[src/rtl/alu_arbiter_pkg.sv]
// Shared definitions for the two-requester adder arbiter.
// Contents:
//   WIDTH_DEF : default operand/result width, matching the adder
//   state_t   : arbiter FSM encoding (2'd3 is unused and recovers to IDLE)
package alu_arbiter_pkg;

  localparam int WIDTH_DEF = 8;

  typedef enum logic [1:0] {
    IDLE  = 2'd0,
    ISSUE = 2'd1,
    DONE  = 2'd2
  } state_t;

endpackage

[src/rtl/alu.sv]
// Registered adder shared by the arbiter clients.
// Ports:
//   Clk   in          : rising-edge clock
//   Clear in          : asynchronous, active-high clear of the sum register
//   Data1 in  [WIDTH] : first operand
//   Data2 in  [WIDTH] : second operand
//   Sum   out [WIDTH] : registered (Data1 + Data2) mod 2^WIDTH, no carry out
module alu
  import alu_arbiter_pkg::*;
#(
  parameter int WIDTH = WIDTH_DEF
) (
  input  logic             Clk,
  input  logic             Clear,
  input  logic [WIDTH-1:0] Data1,
  input  logic [WIDTH-1:0] Data2,
  output logic [WIDTH-1:0] Sum
);

  always_ff @(posedge Clk or posedge Clear) begin
    if (Clear) begin
      Sum <= '0;
    end else begin
      Sum <= Data1 + Data2;
    end
  end

endmodule

[src/rtl/alu_arbiter.sv]
// Round-robin arbiter sharing one registered adder between requesters A and B.
// A grant captures the winner's operands; the adder registers the sum one edge
// later, and the sum is presented on Result with a one-cycle Done strobe.
// Ports:
//   Clk, nClear          : clock, asynchronous active-low reset
//   ReqA, A1, A2         : requester A level request and operands
//   ReqB, B1, B2         : requester B level request and operands
//   GntA, GntB           : registered grants, held through the Done cycle
//   DoneA, DoneB         : one-cycle completion strobes
//   Result [WIDTH]       : adder sum, holds between operations
//   Busy                 : high while in ISSUE or DONE
module alu_arbiter
  import alu_arbiter_pkg::*;
#(
  parameter int WIDTH = WIDTH_DEF
) (
  input  logic             Clk,
  input  logic             nClear,
  input  logic             ReqA,
  input  logic [WIDTH-1:0] A1,
  input  logic [WIDTH-1:0] A2,
  input  logic             ReqB,
  input  logic [WIDTH-1:0] B1,
  input  logic [WIDTH-1:0] B2,
  output logic             GntA,
  output logic             GntB,
  output logic             DoneA,
  output logic             DoneB,
  output logic [WIDTH-1:0] Result,
  output logic             Busy
);

  state_t           state;
  state_t           state_nx;
  logic             ptr_b;      // 1: B wins a tie, 0: A wins a tie
  logic [WIDTH-1:0] op1;
  logic [WIDTH-1:0] op2;

  logic             arb_edge;
  logic             win_a;
  logic             win_b;
  logic             gnt_a_nx;
  logic             gnt_b_nx;
  logic             done_a_nx;
  logic             done_b_nx;

  // Arbitration only takes place on edges leaving IDLE or DONE; in ISSUE
  // the request inputs are ignored entirely.
  assign arb_edge = (state == IDLE) || (state == DONE);
  assign win_a    = arb_edge && ReqA && (!ReqB || !ptr_b);
  assign win_b    = arb_edge && ReqB && (!ReqA ||  ptr_b);

  // State register
  always_ff @(posedge Clk or negedge nClear) begin
    if (!nClear) begin
      state <= IDLE;
    end else begin
      state <= state_nx;
    end
  end

  // Next-state logic
  always_comb begin
    state_nx = IDLE;
    case (state)
      IDLE:    state_nx = (ReqA || ReqB) ? ISSUE : IDLE;
      ISSUE:   state_nx = DONE;
      DONE:    state_nx = (ReqA || ReqB) ? ISSUE : IDLE;
      default: state_nx = IDLE;
    endcase
  end

  // Output decode: the values the output registers take on the coming edge
  always_comb begin
    gnt_a_nx  = 1'b0;
    gnt_b_nx  = 1'b0;
    done_a_nx = 1'b0;
    done_b_nx = 1'b0;
    case (state)
      IDLE, DONE: begin
        gnt_a_nx = win_a;
        gnt_b_nx = win_b;
      end
      ISSUE: begin
        // Grant is held into the Done cycle; the sum lands on this edge.
        gnt_a_nx  = GntA;
        gnt_b_nx  = GntB;
        done_a_nx = GntA;
        done_b_nx = GntB;
      end
      default: ;
    endcase
  end

  // Registered outputs
  always_ff @(posedge Clk or negedge nClear) begin
    if (!nClear) begin
      GntA  <= 1'b0;
      GntB  <= 1'b0;
      DoneA <= 1'b0;
      DoneB <= 1'b0;
      Busy  <= 1'b0;
    end else begin
      GntA  <= gnt_a_nx;
      GntB  <= gnt_b_nx;
      DoneA <= done_a_nx;
      DoneB <= done_b_nx;
      Busy  <= (state_nx != IDLE);
    end
  end

  // Operand capture and pointer update on the grant edge. The operand
  // registers are cleared too, otherwise the free-running adder would
  // recompute a stale sum onto Result after reset without any Done.
  always_ff @(posedge Clk or negedge nClear) begin
    if (!nClear) begin
      ptr_b <= 1'b0;
      op1   <= '0;
      op2   <= '0;
    end else if (win_a) begin
      ptr_b <= 1'b1;
      op1   <= A1;
      op2   <= A2;
    end else if (win_b) begin
      ptr_b <= 1'b0;
      op1   <= B1;
      op2   <= B2;
    end
  end

  // The adder loads every cycle, but its inputs only change on a grant, so
  // its output moves exactly on the edge that raises Done and holds after.
  alu #(.WIDTH(WIDTH)) u_alu (
    .Clk   (Clk),
    .Clear (!nClear),
    .Data1 (op1),
    .Data2 (op2),
    .Sum   (Result)
  );

endmodule

[config.mk]
export PLATFORM = sky130hd
export DESIGN_NAME = alu_arbiter
export DESIGN_NICKNAME = d
export VERILOG_FILES = /design/src/rtl/alu_arbiter_pkg.sv /design/src/rtl/alu.sv /design/src/rtl/alu_arbiter.sv
export SDC_FILE = /design/constraint.sdc
export NUM_CORES = 1
export LEC_CHECK = 0
export CORE_MARGIN = 2
export CORE_UTILIZATION = 40
export CTS_BUF_LIST = sky130_fd_sc_hd__clkbuf_4
export DETAILED_ROUTE_END_ITERATION = 12
export MAX_ROUTING_LAYER = met4
export PLACE_DENSITY_LB_ADDON = 0.2
export SYNTH_ARGS = -nofsm -noshare
export SYNTH_HDL_FRONTEND = slang
export SYNTH_SLANG_ARGS = --single-unit
[constraint.sdc]
create_clock -name Clk -period 3.7 [get_ports Clk]
set_clock_uncertainty 0.1 [all_clocks]
set_input_delay 0.74 -clock Clk [delete_from_list [all_inputs] [get_ports Clk]]
set_output_delay 0.74 -clock Clk [all_outputs]
set_load 0.02 [all_outputs]
==> flow_metrics.tcl <==
set metrics [dict create \
    portBuffers 48 \
    die_area_um2 4720 \
    num_antenna_cells 0 \
    setup_viol 0 \
    hold_path_class "flip-flop to flip-flop" \
    gp_congestion 0.789 \
    syn_nets 205 \
    cp.arrival_ns 1.28 \
    required_ns 2.86 \
    post_cts_resized 0 \
    worstSetupEndpointType "primary output" \
    ios 49 \
    final.setup.tns_ns 0 \
    grt_setup_unrepaired "false" \
    drc 0 \
    timing.fmax_ghz 0.472 \
    report.power.total_w 0.00122 \
    whs_path_depth 1 \
    post-route-util 0.553 \
    worstRegToRegCells 6 \
    drt-pass1-iter-count 4 \
    min_from "state[1]" \
    grt_max_degree 36 \
    final_design_area_no_fill_um2 2210 \
    wl_mm 3.22 \
    nets 252 \
    dr.first_iter.drc_count 65 \
    ys_types 37 \
    cts.path.max_buffers 2 \
    slowest_stage "clkdlybuf4s50_1" \
    layout_min_cycle_time_ns 2.12 \
    slew_headroom 0.739 \
    clk_pin_slew_ns 0.09 \
    slowest_delay_ns 0.60 \
    yosysWarnings 0 \
    rows 23 \
    ys_seq_area_frac 0.478 \
    cts_tree "done" \
    netlist_area_um2 1670 \
    min_to "state[1]" \
    vias 1321 \
    synth_cells 161 \
    grt_pass1_vias 1328 \
    crit_chain "clkdlybuf4s50_1" \
    cts_hold_buffers 0 \
    avgSynthCellArea_um2 10.4 \
    cts_buffers 5 \
    area_delta_synth_final_pct 32.1 \
    drive_gt1_frac 0.0526 \
    hpwl_mm 2.42 \
    die_w_um 68.7 \
    fp.dieH_um 68.7 \
    cts-root-buf "clkbuf_4" \
    post_cts_buffers 0 \
    hold_viol 0 \
    slew_viol_final 0 \
    finalCritPeriodShare 0.572 \
    power_density_nw_per_um2 553 \
    reg2reg_setup_slack_ns 1.92 \
    critPathBufInv 1 \
    path_max_fanout 2 \
    path_delay_family "buffers and inverters" \
    grt_overflow_total 0 \
    rr_endpoint "u_alu.Sum[6]" \
    coreArea_um2 4000 \
    grt_antenna_before_repair 0 \
    clk_latency_ns 0.33 \
    crit_type "flip-flop to primary output" \
    maxCapViolCount 0 \
    timing.rr.start "op2[0]" \
    num-fill-cells 346 \
    power_leakage_nw 0.902 \
    wl_per_cell_um 12.4 \
    placed_area_um2 2150 \
    grt_pass1_wl_mm 5.57 \
    startpoint_type "flip-flop" \
    viasPerCell 5.10 \
    cts-htree-levels 2 \
    start_util 0.419 \
    antenna_left 0 \
    status "complete, no violations" \
    ys_seq_elements 32 \
    vdd_drop_max_v 0.000200 \
    grt_usage 0.168 \
    worst_slew_pin_slew_ns 0.392 \
    clock-sinks 32 \
]
[worst reg2reg max path, delay by kind of cell, from the launching register on]
kind	cells	cell delay (ns)
flops	1	0.39
fa+ha+maj	2	0.61
simple gates	1	0.19
buf+inv	1	0.07
compound gates	2	0.28
[logic make-up (layout without fill, tap and decap cells)]
| logic type | after synthesis | after routing | synth area share |
|---|---|---|---|
| AND/OR/NAND/NOR | 45 | 45 | 0.171 |
| adder cells (fa/ha/maj) | 8 | 8 | 0.0643 |
| flip-flops | 32 | 32 | 0.478 |
| buffers and inverters | 17 | 65 | 0.0620 |
| AO/OA/AOI/OAI | 55 | 55 | 0.203 |
| XOR/XNOR | 4 | 4 | 0.0209 |
[stage by stage]
step / hold slack, ns / setup slack [ns] / cells
global placement: 0.327 / 1.49 / 251
detailed placement: 0.331 / 1.43 / 251
CTS: 0.344 / 1.56 / 259
global route: 0.361 / 1.52 / 259
finish: 0.337 / 1.58 / 259
floorplan: 0.299 / 2.02 / 161
[sequential cells by signal, indices dropped and copies added (netlist names)]
name,flops
DoneA,1
u_alu.Sum,8
ptr_b,1
DoneB,1
GntB,1
state,2
op2,8
Busy,1
GntA,1
op1,8
[where the power goes]
group	internal [W]	leakage (nW)	switching [W]
clock	0.0000876	0.0338	0.000113
combinational	0.000262	0.495	0.000274
sequential	0.000444	0.373	0.0000406
total	0.000794	0.902	0.000428
[layout make-up]
cell class	count	area, um^2	area share
tap	50	62.6	0.0283
clock inverter	1	3.75	0.00170
inverter	7	26.3	0.0119
multi-input combinational	112	769	0.348
sequential	32	801	0.362
timing repair buffer	50	495	0.224
clock buffer	7	52.6	0.0238
[layer usage]
metal / vias up / share of wire / GRT usage
li1: 681 / - / -
met3: 6 / 0.052 / 0.0536
met4: 0 / 0.018 / 0.0784
met2: 34 / 0.48 / 0.260
met5: - / 0 / -
met1: 600 / 0.45 / 0.199
[how the worst max path moves through the flow]
stage	start	endpoint	slack (ns)	depth (start not counted)
final	GntB	GntB	1.58	1
after global routing	GntA	GntA	1.52	1
after CTS	GntA	GntA	1.56	1
after detailed placement	ReqA	op2[7]	1.43	4
after global placement	ReqA	op2[6]	1.49	4
after floorplan	ReqB	op1[4]	2.02	4
[cells in the mapped netlist]
library cell,instances,share of area
o21ba_1,1,0.0060
o211ai_1,3,0.013
inv_1,7,0.016
nor3_1,1,0.0030
and2_4,1,0.0052
nor2b_1,3,0.011
nand2_1,1,0.0022
nand2b_4,1,0.0082
o21bai_1,2,0.0090
fa_1,1,0.012
clkbuf_1,1,0.0022
nor3b_1,1,0.0045
nor2_1,17,0.038
xnor2_1,2,0.010
o2bb2ai_1,1,0.0052
o31a_1,1,0.0052
buf_2,4,0.012
ha_1,7,0.052
a21o_1,1,0.0045
and2_1,2,0.0075
a31oi_1,16,0.060
xor2_1,2,0.010
o21ai_1,1,0.0030
o311ai_0,1,0.0052
o22ai_1,1,0.0037
o21ai_0,18,0.054
dlygate4sd1_1,1,0.0052
or3b_1,16,0.084
a211oi_1,1,0.0045
o21a_1,1,0.0045
a221oi_1,1,0.0052
dfrtp_1,32,0.48
nand2b_1,1,0.0037
or2_1,1,0.0037
o311ai_1,1,0.0052
buf_6,4,0.027
a21oi_1,5,0.015
[layout by cell type, fill, tap and decap left out, types with 2 or more instances in the layout]
cell / Yosys / routed
inv_1: 7 / 7
o21ai_0: 18 / 18
ha_1: 7 / 7
o211ai_1: 3 / 3
dfrtp_1: 32 / 32
a21oi_1: 5 / 5
nor2_1: 17 / 17
xnor2_1: 2 / 2
buf_4: 0 / 2
and2_1: 2 / 2
a31oi_1: 16 / 16
o21bai_1: 2 / 2
clkbuf_4: 0 / 7
clkdlybuf4s50_1: 0 / 48
xor2_1: 2 / 2
or3b_1: 16 / 16
nor2b_1: 3 / 3
No activity file was read; power rests on OpenSTA's default activity.
